[config.mk]
export PLATFORM = sky130hd
export DESIGN_NAME = hand_sort_ctrl_flat
export DESIGN_NICKNAME = d
export VERILOG_FILES = /design/src/rtl/hand_sort_if.sv /design/src/rtl/hand_sort_ctrl.sv /design/src/flat_wrapper.sv
export SDC_FILE = /design/constraint.sdc
export NUM_CORES = 1
export LEC_CHECK = 0
export ABC_CLOCK_PERIOD_IN_PS = 5500
export CELL_PAD_IN_SITES_DETAIL_PLACEMENT = 0
export CELL_PAD_IN_SITES_GLOBAL_PLACEMENT = 1
export CORE_MARGIN = 2
export CORE_UTILIZATION = 45
export CTS_BUF_LIST = sky130_fd_sc_hd__clkbuf_8
export CTS_CLUSTER_DIAMETER = 150
export DETAILED_ROUTE_END_ITERATION = 10
export GPL_TIMING_DRIVEN = 0
export PLACE_DENSITY = 0.83
export SLEW_MARGIN = 20
export SYNTH_ARGS = -nofsm -noshare
export SYNTH_HDL_FRONTEND = slang
export SYNTH_SLANG_ARGS = --single-unit
[constraint.sdc]
create_clock -name clk -period 5.5 [get_ports clk]
set_clock_uncertainty 0.2 [all_clocks]
set_input_delay 1.1 -clock clk [delete_from_list [all_inputs] [get_ports clk]]
set_output_delay 1.1 -clock clk [all_outputs]
set_load 0.005 [all_outputs]
[src/rtl/hand_sort_if.sv]
// ---------------------------------------------------------------------------
// hand_sort_if
//   Groups every card-stream, sorter and status signal of hand_sort_ctrl.
//   The controller connects through the master modport; the environment
//   (upstream source, sorter, downstream sink) connects through slave.
//
//   Signals
//     card_in / card_valid / card_ready            upstream card stream
//     sort_start / sort_data                        request to the sorter
//     sort_done / sort_result                       reply from the sorter
//     card_out / card_out_valid / card_out_ready /
//     card_out_last                                 sorted card stream
//     busy / timeout_err                            status
// ---------------------------------------------------------------------------
interface hand_sort_if #(
  parameter int N_CARDS = 17,
  parameter int CARD_W  = 8
);
  localparam int HAND_W = N_CARDS * CARD_W;

  logic [CARD_W-1:0] card_in;
  logic              card_valid;
  logic              card_ready;

  logic              sort_start;
  logic [HAND_W-1:0] sort_data;
  logic              sort_done;
  logic [HAND_W-1:0] sort_result;

  logic [CARD_W-1:0] card_out;
  logic              card_out_valid;
  logic              card_out_ready;
  logic              card_out_last;

  logic              busy;
  logic              timeout_err;

  // Controller side.
  modport master (
    input  card_in, card_valid, sort_done, sort_result, card_out_ready,
    output card_ready, sort_start, sort_data, card_out, card_out_valid,
           card_out_last, busy, timeout_err
  );

  // Environment side: card source, sorter and card sink.
  modport slave (
    output card_in, card_valid, sort_done, sort_result, card_out_ready,
    input  card_ready, sort_start, sort_data, card_out, card_out_valid,
           card_out_last, busy, timeout_err
  );
endinterface

[src/rtl/hand_sort_ctrl.sv]
// ---------------------------------------------------------------------------
// hand_sort_ctrl
//   Wraps an external sorter. Collects one hand of N_CARDS cards from the
//   upstream stream into a packed register, pulses sort_start for one cycle,
//   waits for sort_done (bounded by a TIMEOUT-cycle watchdog), captures the
//   sorted hand and streams it out smallest-first under valid/ready.
//
//   Parameters
//     N_CARDS  cards per hand
//     CARD_W   bits per card code
//     TIMEOUT  maximum cycles spent waiting for the sorter (>= 2)
//
//   Ports
//     clk    system clock, rising edge
//     rst_n  asynchronous active-low reset; aborts any hand in progress
//     bus    hand_sort_if.master, see the interface for the signal list
// ---------------------------------------------------------------------------
module hand_sort_ctrl #(
  parameter int N_CARDS = 17,
  parameter int CARD_W  = 8,
  parameter int TIMEOUT = 1023
) (
  input  logic         clk,
  input  logic         rst_n,
  hand_sort_if.master  bus
);

  localparam int IDX_W = (N_CARDS > 1) ? $clog2(N_CARDS) : 1;
  localparam int CNT_W = $clog2(TIMEOUT);

  localparam logic [IDX_W-1:0] LAST_IDX  = IDX_W'(N_CARDS - 1);
  localparam logic [CNT_W-1:0] LAST_WAIT = CNT_W'(TIMEOUT - 1);

  typedef enum logic [1:0] {
    ST_COLLECT = 2'd0,
    ST_START   = 2'd1,
    ST_WAIT    = 2'd2,
    ST_STREAM  = 2'd3
  } state_e;

  state_e state_q, state_d;

  logic [IDX_W-1:0] wr_idx_q;
  logic [IDX_W-1:0] rd_idx_q;
  logic [CNT_W-1:0] wait_cnt_q;
  logic             timeout_q;

  // Packed [slot][bit]: slot k occupies bits [CARD_W*k +: CARD_W], which is
  // exactly the flat layout the sorter expects.
  logic [N_CARDS-1:0][CARD_W-1:0] hand_q;
  logic [N_CARDS-1:0][CARD_W-1:0] res_q;

  // Per-cycle events decoded by the FSM.
  logic card_acc;   // upstream card taken this cycle
  logic out_acc;    // downstream card taken this cycle
  logic load_res;   // sorter answered, capture its result
  logic abort;      // watchdog expired

  // -------------------------------------------------------------------------
  // Next-state and event decode
  // -------------------------------------------------------------------------
  always_comb begin
    // NOTE: every signal assigned in this block gets a default first, so no
    // path through the case can leave one unassigned and infer a latch.
    state_d  = state_q;
    card_acc = 1'b0;
    out_acc  = 1'b0;
    load_res = 1'b0;
    abort    = 1'b0;

    unique case (state_q)
      ST_COLLECT: begin
        card_acc = bus.card_valid;
        if (card_acc && (wr_idx_q == LAST_IDX)) begin
          state_d = ST_START;
        end
      end

      ST_START: begin
        state_d = ST_WAIT;
      end

      ST_WAIT: begin
        // A completion in the watchdog's final cycle still counts as success.
        if (bus.sort_done) begin
          load_res = 1'b1;
          state_d  = ST_STREAM;
        end else if (wait_cnt_q == LAST_WAIT) begin
          abort   = 1'b1;
          state_d = ST_COLLECT;
        end
      end

      ST_STREAM: begin
        out_acc = bus.card_out_ready;
        if (out_acc && (rd_idx_q == LAST_IDX)) begin
          state_d = ST_COLLECT;
        end
      end

      default: begin
        state_d = ST_COLLECT;
      end
    endcase
  end

  // -------------------------------------------------------------------------
  // State, indices and watchdog
  // -------------------------------------------------------------------------
  always_ff @(posedge clk or negedge rst_n) begin
    if (!rst_n) begin
      state_q    <= ST_COLLECT;
      wr_idx_q   <= '0;
      rd_idx_q   <= '0;
      wait_cnt_q <= '0;
      timeout_q  <= 1'b0;
    end else begin
      // NOTE: sequential state uses non-blocking assignments so every
      // register samples the pre-edge values regardless of statement order.
      state_q   <= state_d;
      timeout_q <= abort;

      if (card_acc) begin
        wr_idx_q <= (wr_idx_q == LAST_IDX) ? '0 : wr_idx_q + IDX_W'(1);
      end

      if (state_q == ST_START) begin
        wait_cnt_q <= '0;
      end else if (state_q == ST_WAIT) begin
        wait_cnt_q <= wait_cnt_q + CNT_W'(1);
      end

      if (load_res) begin
        rd_idx_q <= '0;
      end else if (out_acc) begin
        rd_idx_q <= (rd_idx_q == LAST_IDX) ? '0 : rd_idx_q + IDX_W'(1);
      end
    end
  end

  // -------------------------------------------------------------------------
  // Hand and result storage
  // -------------------------------------------------------------------------
  always_ff @(posedge clk or negedge rst_n) begin
    if (!rst_n) begin
      // NOTE: both storage arrays are reset because sort_data and card_out
      // are observable and must read as zero straight out of reset.
      hand_q <= '0;
      res_q  <= '0;
    end else begin
      if (card_acc) begin
        hand_q[wr_idx_q] <= bus.card_in;
      end
      if (load_res) begin
        res_q <= bus.sort_result;
      end
    end
  end

  // -------------------------------------------------------------------------
  // Outputs
  // -------------------------------------------------------------------------
  // card_ready is held low while rst_n is asserted so that every output
  // reads zero during reset even though COLLECT is the reset state.
  assign bus.card_ready     = (state_q == ST_COLLECT) && rst_n;
  assign bus.sort_start     = (state_q == ST_START);
  assign bus.sort_data      = hand_q;
  assign bus.card_out_valid = (state_q == ST_STREAM);
  assign bus.card_out       = (state_q == ST_STREAM) ? res_q[rd_idx_q] : '0;
  assign bus.card_out_last  = (state_q == ST_STREAM) && (rd_idx_q == LAST_IDX);
  assign bus.busy           = (state_q != ST_COLLECT);
  assign bus.timeout_err    = timeout_q;

endmodule
[src/flat_wrapper.sv]
// flat-port wrapper written by rule: the top's interface ports become plain ports
module hand_sort_ctrl_flat 
#(
  parameter int N_CARDS = 17,
  parameter int CARD_W  = 8,
  parameter int TIMEOUT = 1023
)
  (clk, rst_n, bus_card_in, bus_card_valid, bus_sort_done, bus_sort_result, bus_card_out_ready, bus_card_ready, bus_sort_start, bus_sort_data, bus_card_out, bus_card_out_valid, bus_card_out_last, bus_busy, bus_timeout_err);
  hand_sort_if #(.N_CARDS(N_CARDS), .CARD_W(CARD_W)) bus_i ();
  input  logic clk;
  input  logic rst_n;
  input wire logic [$bits(bus_i.card_in)-1:0] bus_card_in;
  input wire logic [$bits(bus_i.card_valid)-1:0] bus_card_valid;
  input wire logic [$bits(bus_i.sort_done)-1:0] bus_sort_done;
  input wire logic [$bits(bus_i.sort_result)-1:0] bus_sort_result;
  input wire logic [$bits(bus_i.card_out_ready)-1:0] bus_card_out_ready;
  output wire logic [$bits(bus_i.card_ready)-1:0] bus_card_ready;
  output wire logic [$bits(bus_i.sort_start)-1:0] bus_sort_start;
  output wire logic [$bits(bus_i.sort_data)-1:0] bus_sort_data;
  output wire logic [$bits(bus_i.card_out)-1:0] bus_card_out;
  output wire logic [$bits(bus_i.card_out_valid)-1:0] bus_card_out_valid;
  output wire logic [$bits(bus_i.card_out_last)-1:0] bus_card_out_last;
  output wire logic [$bits(bus_i.busy)-1:0] bus_busy;
  output wire logic [$bits(bus_i.timeout_err)-1:0] bus_timeout_err;
  assign bus_i.card_in = bus_card_in;
  assign bus_i.card_valid = bus_card_valid;
  assign bus_i.sort_done = bus_sort_done;
  assign bus_i.sort_result = bus_sort_result;
  assign bus_i.card_out_ready = bus_card_out_ready;
  assign bus_card_ready = bus_i.card_ready;
  assign bus_sort_start = bus_i.sort_start;
  assign bus_sort_data = bus_i.sort_data;
  assign bus_card_out = bus_i.card_out;
  assign bus_card_out_valid = bus_i.card_out_valid;
  assign bus_card_out_last = bus_i.card_out_last;
  assign bus_busy = bus_i.busy;
  assign bus_timeout_err = bus_i.timeout_err;
  hand_sort_ctrl #(.N_CARDS(N_CARDS), .CARD_W(CARD_W), .TIMEOUT(TIMEOUT)) u_core (.clk(clk), .rst_n(rst_n), .bus(bus_i));
endmodule
# Yosys cells after proc, flatten, opt, wreduce, memory -nomap -nowiden
# Cells that the tools add are included.
[word_totals] register_bits=295 in_bits=149 output_inout_bits=150 word_cells=88
[classes] n_mux=24 n_eq_ne=9 reduce_logical=10 add_sub_neg=3 order_cmp=3
[ops] operator="bitwise mux 136 bit" n=1
[ops] operator="binary-select mux 8 bit (select 5 bit)" n=1
[ops] operator="demux 8 bit (select 5 bit)" n=1
[ops] operator="2-to-1 mux 8 bit" n=3
[ops] operator="2-to-1 mux 10 bit" n=2
[ops] operator="2-to-1 mux 5 bit" n=4
[ops] operator="less-than comparator 5 x 6 -> 1 bit, second input constant" n=2
[ops] operator="adder 10 x 1 -> 10 bit, second input constant" n=1
[ops] operator="adder 5 x 1 -> 5 bit, second input constant" n=2
[ops] operator="equality test 10 bit, second input constant" n=1
[ops] operator="equality test 5 bit, second input constant" n=2
[ops] operator="2-to-1 mux 2 bit" n=4
[ops] operator="case mux 2 bit (4 select lines)" n=1
[ops] operator="2-to-1 mux 1 bit" n=7
[ops] operator="nonzero test 2 bit" n=3
[ops] operator="greater-or-equal comparator 5 x 1 -> 1 bit, second input constant" n=1
[ops] operator="logical AND 1 bit" n=5
[ops] operator="equality test 2 bit, second input constant" n=2
[ops] operator="!= test 2 x 1 -> 1 bit, second input constant" n=2
[ops] operator="!= test 3 x 2 -> 1 bit, second input constant" n=1
[ops] operator="AND reduction 3 bit" n=1
[ops] operator="equality test 2 x 1 -> 1 bit, second input constant" n=1
[ops] operator="logical NOT 2 bit" n=1

# Longest topological paths before layout
# Gate-level depths: netlist of the first run.
[depth] word_depth=5 ltp_mapped=9 depth_no_buf=6

# Worst setup path before layout of the first run
# Ideal clock, no wire load.
[synth_timing] path_kind="flip-flop to output port" from="reg u_core.rd_idx_q[0]" to="out bus_card_out[3]" setup_slack_ns=2.472 t_required_ns=4.200 arrival_time_ns=1.728 path_stages_with_launch=7 n_path_buf=3 cell_sequence="dfrtp_1 -> buf_6 -> buf_4 -> buf_2 -> mux4_2 -> a22oi_1 -> nand2_1"
[synth_between] elab_chain_len=3
[synth_lines] item="from (decl)" line_no="hand_sort_ctrl.sv:44" source="logic [IDX_W-1:0] rd_idx_q;"
[synth_lines] item="from (signal assigned)" line_no="hand_sort_ctrl.sv:136" source="rd_idx_q <= (rd_idx_q == LAST_IDX) ? '0 : rd_idx_q + IDX_W'(1);"
[synth_lines] item="binary-select mux 8 bit (select 5 bit)" line_no="hand_sort_ctrl.sv:169" source="assign bus.card_out = (state_q == ST_STREAM) ? res_q[rd_idx_q] : '0;"
[synth_lines] item="2-to-1 mux 8 bit (implied by the code)" line_no="hand_sort_ctrl.sv:169"
[synth_lines] item="2-to-1 mux 8 bit" line_no="hand_sort_ctrl.sv:169"
[synth_lines] item="to (decl)" line_no="flat_wrapper.sv:20" source="output wire logic [$bits(bus_i.card_out)-1:0] bus_card_out;"
# No other way between the ends. The select of a mux whose other input is x is not followed.

# Worst setup path in the final report of the first run
[layout_timing] from="reg u_core.rd_idx_q[1]" to="out bus_card_out[3]"
# Same word-level chain as after synthesis.

==> results of run 1 <==
stage by stage:
| stage | util, % | cell area [um^2] | power, W | setup slack [ns] |
|---|---|---|---|---|
| after global placement | 58.1 | 16100 | 0.00719 | -9.92 |
| after global routing | 62.2 | 17300 | 0.00983 | 0.700 |
| final | 62.2 | 17300 | 0.00928 | 0.795 |
| after CTS | 62.2 | 17300 | 0.00938 | 0.733 |
| after floorplan | - | 12700 | 0.00549 | 2.47 |
| after detailed placement | 58.4 | 16200 | 0.00727 | 1.36 |
state kept, by name, summed over array words and instances, names as in the netlist:
name / flops
u_core.bus.timeout_err: 1
u_core.res_q: 136
u_core.state_q: 2
u_core.bus.sort_data: 136
u_core.wait_cnt_q: 10
u_core.rd_idx_q: 5
u_core.wr_idx_q: 5
worst max-delay path by stage:
| stage | start | end | slack, ns | cells after the start |
|---|---|---|---|---|
| after floorplan | u_core.rd_idx_q[0] | bus_card_out[3] | 2.47 | 6 |
| after global routing | u_core.rd_idx_q[1] | bus_card_out[3] | 0.70 | 7 |
| after CTS | u_core.rd_idx_q[1] | bus_card_out[3] | 0.73 | 7 |
| after global placement | rst_n | u_core.bus.sort_data[98] | -9.92 | 1 |
| after detailed placement | u_core.rd_idx_q[1] | bus_card_out[3] | 1.36 | 7 |
| final | u_core.rd_idx_q[1] | bus_card_out[3] | 0.80 | 7 |
layer usage:
layer / track usage [%] / up-vias
li1: - / 3801
met4: 5.77 / 4
met5: 0 / -
met3: 9.66 / 69
met2: 37.3 / 277
met1: 28.9 / 4234
area by class of cell:
type / instances / area share (%)
Sequential cell: 295 / 42.7
Buffer: 49 / 1.37
Tap cell: 378 / 2.74
Antenna cell: 1 / 0.0145
Multi-Input combinational cell: 486 / 29.0
Clock inverter: 27 / 0.854
Timing Repair Buffer: 301 / 17.8
Inverter: 13 / 0.282
Clock buffer: 67 / 5.33
cell usage after synthesis, types with 4 or more instances:
cell type	number
dfrtp_1	295
mux2_2	273
nand2_1	30
clkbuf_1	23
buf_2	17
mux4_2	15
mux4_1	14
ha_1	13
nand3_1	13
and3_1	12
inv_1	12
o21ai_0	12
nor2_1	10
a21oi_1	9
a22oi_1	9
nor3_1	9
mux2i_1	8
mux2_1	7
and2_1	5
buf_1	5
a221oi_1	4
nand4_1	4
o22a_1	4
xnor2_1	4
kinds of logic (layout without fill, tap and decap cells):
logic type	after synthesis	in the layout
multiplexers	317	317
other	0	1
flip-flops	295	295
XOR/XNOR	4	4
AND/OR/NAND/NOR	101	101
buffers and inverters	62	457
adder cells (fa/ha/maj)	13	13
AO/OA/AOI/OAI	51	51
worst max-delay path, stage by stage (launching register included):
cell and delay [ns]:
dfrtp_1 0.35, buf_4 0.22, buf_2 0.29, buf_1 0.63
mux4_2 0.41, a22oi_1 0.29, nand2_1 0.16, clkdlybuf4s50_1 0.47
power by group:
part / internal, W / switching [W]
clock network: 0.00114 / 0.000909
registers: 0.00317 / 0.000519
logic: 0.00222 / 0.00132
total: 0.00652 / 0.00275
==> impl_metrics.toml, run 1 <==
[synth]
synth-simple-area-share_pct = 4.17
yosysUniqueCellTypes = 45
synthArstFlopShare_pct = 100
seq_area_frac_synth_pct = 58.2
synth-xor-area-share_pct = 0.276
ys.flop_type = "dfrtp_1"
synth_area_leaders = "dfrtp_1, mux2_2, mux4_1"
ys_ff_latch = 295
muxShareOfSynthArea_pct = 31.1
synth-adder-area-share_pct = 1.28
yosysTopAreaCellShare_pct = 58.2
synthCells = 843
synth_compound_area_share_pct = 2.70
synth_top_family_by_area = "multiplexers"
syn_nets = 1005
syn_area_um2 = 12700
syn_avg_cell_area_um2 = 15.0
ys_warn_count = 0
synth_edf_count = 0
yosysTopAreaCell = "dfrtp_1"

[cts]
cts-root-buf = "clkbuf_8"
cts-resized-gates = 0
clockBufferDepth = 3
insertion_delay_ns = 0.58
htreeDepth = 2
cts_tree = "yes"
clkSinkCount = 295
clkTransAtPathRegs_ns = 0.07
hold_buffers = 0
cts_setup_buffers = 0
cts_buffers = 51

[setup_path]
critPathCaptureType = "output port"
ff2ff_setup_slack_ns = 2.37
crit-reg2reg-launch = "u_core.rd_idx_q[1]"
start_kind = "flop"
reg2regPathDepth = 9
crit_fanout = 10
worstSetupPathType = "reg2out"
required_ns = 4.20
r2r-end = "u_core.state_q[1]"
cp.arrival_ns = 3.40

[power_and_ir_drop]
power_density_nw_per_um2 = 536
peakVddDrop_mv = 0.304
leakage_nw = 7.53

[timing]
holdWs_ns = 0.142
fin_setup_tns_ns = 0
finalHoldViolations = 0
max_slew.worst_pin.slew_ns = 0.774
max_slew_margin_pct = 48.4
maxSlewViolCount = 0
period_share_pct = 85.5
fin_crit_ns = 4.70
rsz0062_at_grt = "no"
fmax_mhz = 213
finalSetupViolCount = 0

[grt]
grt_pass1_wl_mm = 52.1
grt_pass1_vias = 9021
track_usage_pct = 23.1
grt.overflow.total = 0
antenna_found_initial = 2
grt_max_degree = 97

[cells_and_area]
fin_cells = 1617
drive_above_1_share_pct = 31.7
area_delta_synth_final_pct = 36.4
final_nets = 1359
layout_common_cells = "clkdlybuf4s50_1, dfrtp_1, mux2_2"
layout_commonest_cell = "clkdlybuf4s50_1"
register_area_um2 = 7380
nFillCells = 2209
multi_input_comb_area_um2 = 5010

[routing]
drtIter0Drc = 390
met2_length_mm = 15.7
postRouteWirelength_mm = 34.1
post-route-drc-count = 0
wl_met3_mm = 3.43
routedWlPerCell_um = 21.1
num_vias = 8385
routed_via_density = 5.19
drt-pass1-iter-count = 5
routed.top_layer = "met5"
wl_met1_mm = 14.2
ant_nets = 0

[placement]
gp_congestion = 0.789
placed_cells = 1522
hpwlAfterDp_mm = 24.0
portBuffers = 298

[floorplan]
io_pins = 299
core_region_area_um2 = 27800
dieWidth_um = 172
die_area_um2 = 29500
fp-row-count = 61
dieHeight_um = 172
start_util_pct = 45.6

[status]
status = "complete, no violations"

[worst_hold_path]
holdCritPathClass = "in2async"

[job]
drv.max_cap_violation_count = 0
Power figures use the tool's default switching activity.
==> run 2: changes to the inputs <==
--- a/config.mk
+++ b/config.mk
@@ -6,6 +6,7 @@
 export NUM_CORES = 1
 export LEC_CHECK = 0
 export ABC_CLOCK_PERIOD_IN_PS = 5500
+export CAP_MARGIN = 20
 export CELL_PAD_IN_SITES_DETAIL_PLACEMENT = 0
 export CELL_PAD_IN_SITES_GLOBAL_PLACEMENT = 1
 export CORE_MARGIN = 2
@@ -13,7 +14,6 @@
 export CTS_BUF_LIST = sky130_fd_sc_hd__clkbuf_8
 export CTS_CLUSTER_DIAMETER = 150
 export DETAILED_ROUTE_END_ITERATION = 10
-export GPL_TIMING_DRIVEN = 0
 export PLACE_DENSITY = 0.83
 export SLEW_MARGIN = 20
 export SYNTH_ARGS = -nofsm -noshare
==> run 2 against run 1 <==
Compared with the run above:
- utilization shrank 1.0 points
- largest power group unchanged
- clock power shrank 3%
- critical path depth shrank 2
==> impl_metrics.toml, run 2 (synthesized netlist as in run 1, its figures left out) <==
[status]
status = "complete, no violations"

[setup_path]
crit_fanout = 37
worstSetupPathType = "reg2out"
critPathCaptureType = "output port"
crit-reg2reg-launch = "u_core.state_q[0]"
crit_start = "u_core.rd_idx_q[0]"
required_ns = 4.20
cp.arrival_ns = 3.40
cp_cell_sequence = "nand3b_1, o22a_1, and3_1, a221oi_1, clkdlybuf4s50_1"
start_kind = "flop"
cp_top_family = "flip-flops"
crit_path_max_incr_delay_ns = 1.05
path_buf_inv = 1
crit_slowest_cell = "dfrtp_2"

[worst_hold_path]
holdCritPathClass = "in2async"

[routing]
drtIter0Drc = 436
ant_nets = 0
drt-pass1-iter-count = 4
postRouteWirelength_mm = 33.2
routed_via_density = 5.30
post-route-drc-count = 0
routedWlPerCell_um = 21.1
num_vias = 8324

[timing]
finalHoldViolations = 0
rsz0062_at_grt = "no"
max_slew_margin_pct = 30.0
finalSetupViolCount = 0
max_slew.worst_pin.slew_ns = 1.05
fin_crit_ns = 4.70
period_share_pct = 85.4
fmax_mhz = 213
maxSlewViolCount = 0
fin_setup_tns_ns = 0

[grt]
track_usage_pct = 22.6
grt_pass1_wl_mm = 50.9
grt_pass1_vias = 8970
antenna_found_initial = 4
grt.overflow.total = 0
grt_max_degree = 150

[floorplan]
fp-row-count = 61
start_util_pct = 45.6
dieWidth_um = 172
dieHeight_um = 172
core_region_area_um2 = 27800
io_pins = 299
die_area_um2 = 29500

[power_and_ir_drop]
power_density_nw_per_um2 = 536
peakVddDrop_mv = 0.332
leakage_nw = 7.37
total_power_w = 0.00911

[cts]
clockBufferDepth = 3
hold_buffers = 0
cts-root-buf = "clkbuf_8"
clkSinkCount = 295
insertion_delay_ns = 0.58
htreeDepth = 2
cts_buffers = 50
cts_tree = "yes"
cts-resized-gates = 0
cts_setup_buffers = 0
clkTransAtPathRegs_ns = 0.06

[cells_and_area]
nFillCells = 2248
layout_common_cells = "clkdlybuf4s50_1, dfrtp_1, mux2_2"
drive_above_1_share_pct = 31.3
multi_input_comb_area_um2 = 5010
register_area_um2 = 7380
fin_cells = 1570
area_delta_synth_final_pct = 34.2
final_nets = 1312
utilization_pct = 61.2
layout_commonest_cell = "clkdlybuf4s50_1"

[placement]
portBuffers = 298
hpwlAfterDp_mm = 22.9
gp_congestion = 0.807
placed_cells = 1476

[job]
drv.max_cap_violation_count = 0
-- run 2: area by class of cell --
| class | instances | area share [%] |
|---|---|---|
| Sequential cell | 295 | 43.4 |
| Multi-Input combinational cell | 486 | 29.5 |
| Timing Repair Buffer | 304 | 18.0 |
| Clock buffer | 64 | 5.18 |
| Tap cell | 378 | 2.78 |
| Clock inverter | 26 | 0.831 |
| Inverter | 13 | 0.287 |
| Antenna cell | 4 | 0.0589 |
-- run 2: per-layer routing --
metal	up-vias	global-route usage (%)	share of wire, %
met5	-	0	0.039
met1	4253	28.8	41
li1	3702	-	-
met2	311	36.1	46
met3	56	8.84	11
met4	2	6.54	2.3
-- run 2: stage by stage --
step	setup WS (ns)	cell area (um^2)	hold WS [ns]
floorplan	2.47	12700	0.245
global placement	1.42	16000	0.274
detailed placement	1.38	16000	0.279
CTS	0.736	17000	0.223
global route	0.580	17000	0.255
finish	0.802	17000	0.232
-- run 2: final timing paths --
| path | endpoint | slack [ns] | depth (start not counted) |
|---|---|---|---|
| worst max-delay path | bus_card_out[5] | 0.80 | 5 |
| worst min-delay path | u_core.res_q[11] | 0.23 | 1 |
| worst max register to register | u_core.res_q[99] | 2.75 | 5 |
| worst min register to register | u_core.bus.sort_data[38] | 0.29 | 1 |
| max in group asynchronous | u_core.bus.sort_data[109] | 3.01 | 3 |
| min in group clk | u_core.bus.sort_data[38] | 0.29 | 1 |
-- run 2: power by group --
group	internal, W	switching (W)	total (W)	leakage, nW
Combinational	0.00218	0.00113	0.00330	3.08
Clock	0.00109	0.000887	0.00198	0.597
Sequential	0.00317	0.000653	0.00382	3.69
==> run 3: changes to the inputs <==
--- a/config.mk
+++ b/config.mk
@@ -14,6 +14,7 @@
 export CTS_BUF_LIST = sky130_fd_sc_hd__clkbuf_8
 export CTS_CLUSTER_DIAMETER = 150
 export DETAILED_ROUTE_END_ITERATION = 10
+export MAX_ROUTING_LAYER = met4
 export PLACE_DENSITY = 0.83
 export SLEW_MARGIN = 20
 export SYNTH_ARGS = -nofsm -noshare
==> run 3 against run 2 <==
Compared with the run above:
- via count shrank 0.40%
- non-clock buffer count is the same
- setup slack gained 0.0074 ns
- clock power is essentially flat
- maximum frequency grew 0.16%
- routed wire length is essentially flat
- combinational power is essentially flat
- first-iteration DRC count grew 1.8%
- sequential share of layout area is essentially flat
- critical path depth is the same
- sequential power is essentially flat
- final cell count is essentially flat
- critical path type unchanged
- critical endpoint unchanged
- largest power group unchanged
==> impl_metrics.toml, run 3 (synthesized netlist as in run 1, its figures left out) <==
[setup_path]
cp.arrival_ns = 3.39
reg2regPathDepth = 5
crit_path_max_incr_delay_ns = 1.05
crit-reg2reg-launch = "u_core.state_q[0]"
worstSetupPathType = "reg2out"
r2r-end = "u_core.res_q[99]"
critPathCaptureType = "output port"
start_kind = "flop"
ff2ff_setup_slack_ns = 2.76
crit_slowest_cell = "dfrtp_2"
required_ns = 4.20
crit_fanout = 37
cp_cell_sequence = "nand3b_1, o22a_1, and3_1, a221oi_1, clkdlybuf4s50_1"

[cells_and_area]
area_delta_synth_final_pct = 34.2
utilization_pct = 61.2
fin_cells = 1571
final_area_um2 = 17000
nFillCells = 2248
register_area_um2 = 7380
final_nets = 1312
multi_input_comb_area_um2 = 5010
layout_common_cells = "clkdlybuf4s50_1, dfrtp_1, mux2_2"
drive_above_1_share_pct = 31.3
layout_commonest_cell = "clkdlybuf4s50_1"

[timing]
fmax_mhz = 213
rsz0062_at_grt = "no"
max_slew.worst_pin.slew_ns = 1.03
finalSetupViolCount = 0
setup_ws_ns = 0.809
period_share_pct = 85.3
fin_setup_tns_ns = 0
finalHoldViolations = 0
fin_crit_ns = 4.69
max_slew_margin_pct = 31.5
maxSlewViolCount = 0

[placement]
hpwlAfterDp_mm = 22.9
place_ws_ns = 1.38
portBuffers = 298
placed_cell_area_um2 = 16000
gp_congestion = 0.818
placed_cells = 1476

[routing]
postRouteWirelength_mm = 33.2
routedWlPerCell_um = 21.1
num_vias = 8291
drt-pass1-iter-count = 4
post-route-drc-count = 0
drtIter0Drc = 444
routed_via_density = 5.28
ant_nets = 0

[cts]
cts_setup_buffers = 0
htreeDepth = 2
hold_buffers = 0
cts_buffers = 50
cts_tree = "yes"
clkTransAtPathRegs_ns = 0.06
insertion_delay_ns = 0.58
clkSinkCount = 295
cts-root-buf = "clkbuf_8"
clockBufferDepth = 3
cts-resized-gates = 0

[power_and_ir_drop]
leakage_nw = 7.37
combPwrFrac_pct = 36.3
intPower_w = 0.00644
swShare_pct = 29.4
seqPwrFrac_pct = 41.9
power_density_nw_per_um2 = 536
p_switching_w = 0.00267
peakVddDrop_mv = 0.330
p_clk_share_pct = 21.7

[grt]
grt_pass1_wl_mm = 50.8
antenna_found_initial = 4
track_usage_pct = 23.3
grt.overflow.total = 0
grt_max_degree = 150
grt_pass1_vias = 9021

[status]
status = "complete, no violations"

[worst_hold_path]
holdCritPathClass = "in2async"

[floorplan]
fp-row-count = 61
io_pins = 299
core_region_area_um2 = 27800
dieHeight_um = 172
die_area_um2 = 29500
start_util_pct = 45.6
dieWidth_um = 172

[job]
drv.max_cap_violation_count = 0
==> run 3: worst max-delay path: cells and delay by family (launching register included) <==
kind | cells | cell delay (ns)
compound gates | 2 | 0.69
buf+inv | 1 | 0.60
flops | 1 | 1.05
simple gates | 2 | 0.44
==> run 3: how the worst max path moves through the flow <==
stage	slack, ns	end	cells past startpoint	from
CTS	0.74	bus_card_out[0]	5	u_core.rd_idx_q[0]
finish	0.81	bus_card_out[5]	5	u_core.rd_idx_q[0]
detailed placement	1.38	bus_card_out[0]	5	u_core.rd_idx_q[0]
global placement	1.42	bus_card_out[0]	5	u_core.rd_idx_q[0]
global route	0.58	bus_card_out[5]	5	u_core.rd_idx_q[0]
floorplan	2.47	bus_card_out[3]	6	u_core.rd_idx_q[0]
==> run 3: layer usage <==
metal,share of wire (%),up-vias,global-route usage (%)
met1,42,4242,29.1
met5,0,-,-
met3,9.5,48,8.35
met4,1.8,0,6.54
li1,-,3694,-
met2,47,307,36.2
==> run 3: layout make-up <==
class,instances,share of cell area (%)
antenna,5,0.0736
inverter,13,0.287
multi-input combinational,486,29.5
timing repair buffer,304,18.0
tap,378,2.78
clock inverter,26,0.831
clock buffer,64,5.18
sequential,295,43.4
==> run 3: metrics by stage <==
step	hold slack [ns]	total power, W
3_5_place_dp	0.279	0.00717
3_3_place_gp	0.274	0.00709
6_report	0.235	0.00911
4_1_cts	0.223	0.00921
5_1_grt	0.255	0.00966
2_1_floorplan	0.245	0.00549
==> run 3: power by group through the flow <==
stage | logic (W) | clock network (W) | registers, W
2_1_floorplan | 0.00186 | 0 | 0.00363
3_3_place_gp | 0.00328 | 0 | 0.00382
3_5_place_dp | 0.00332 | 0 | 0.00385
4_1_cts | 0.00334 | 0.00204 | 0.00383
5_1_grt | 0.00357 | 0.00212 | 0.00396
6_report | 0.00331 | 0.00198 | 0.00382
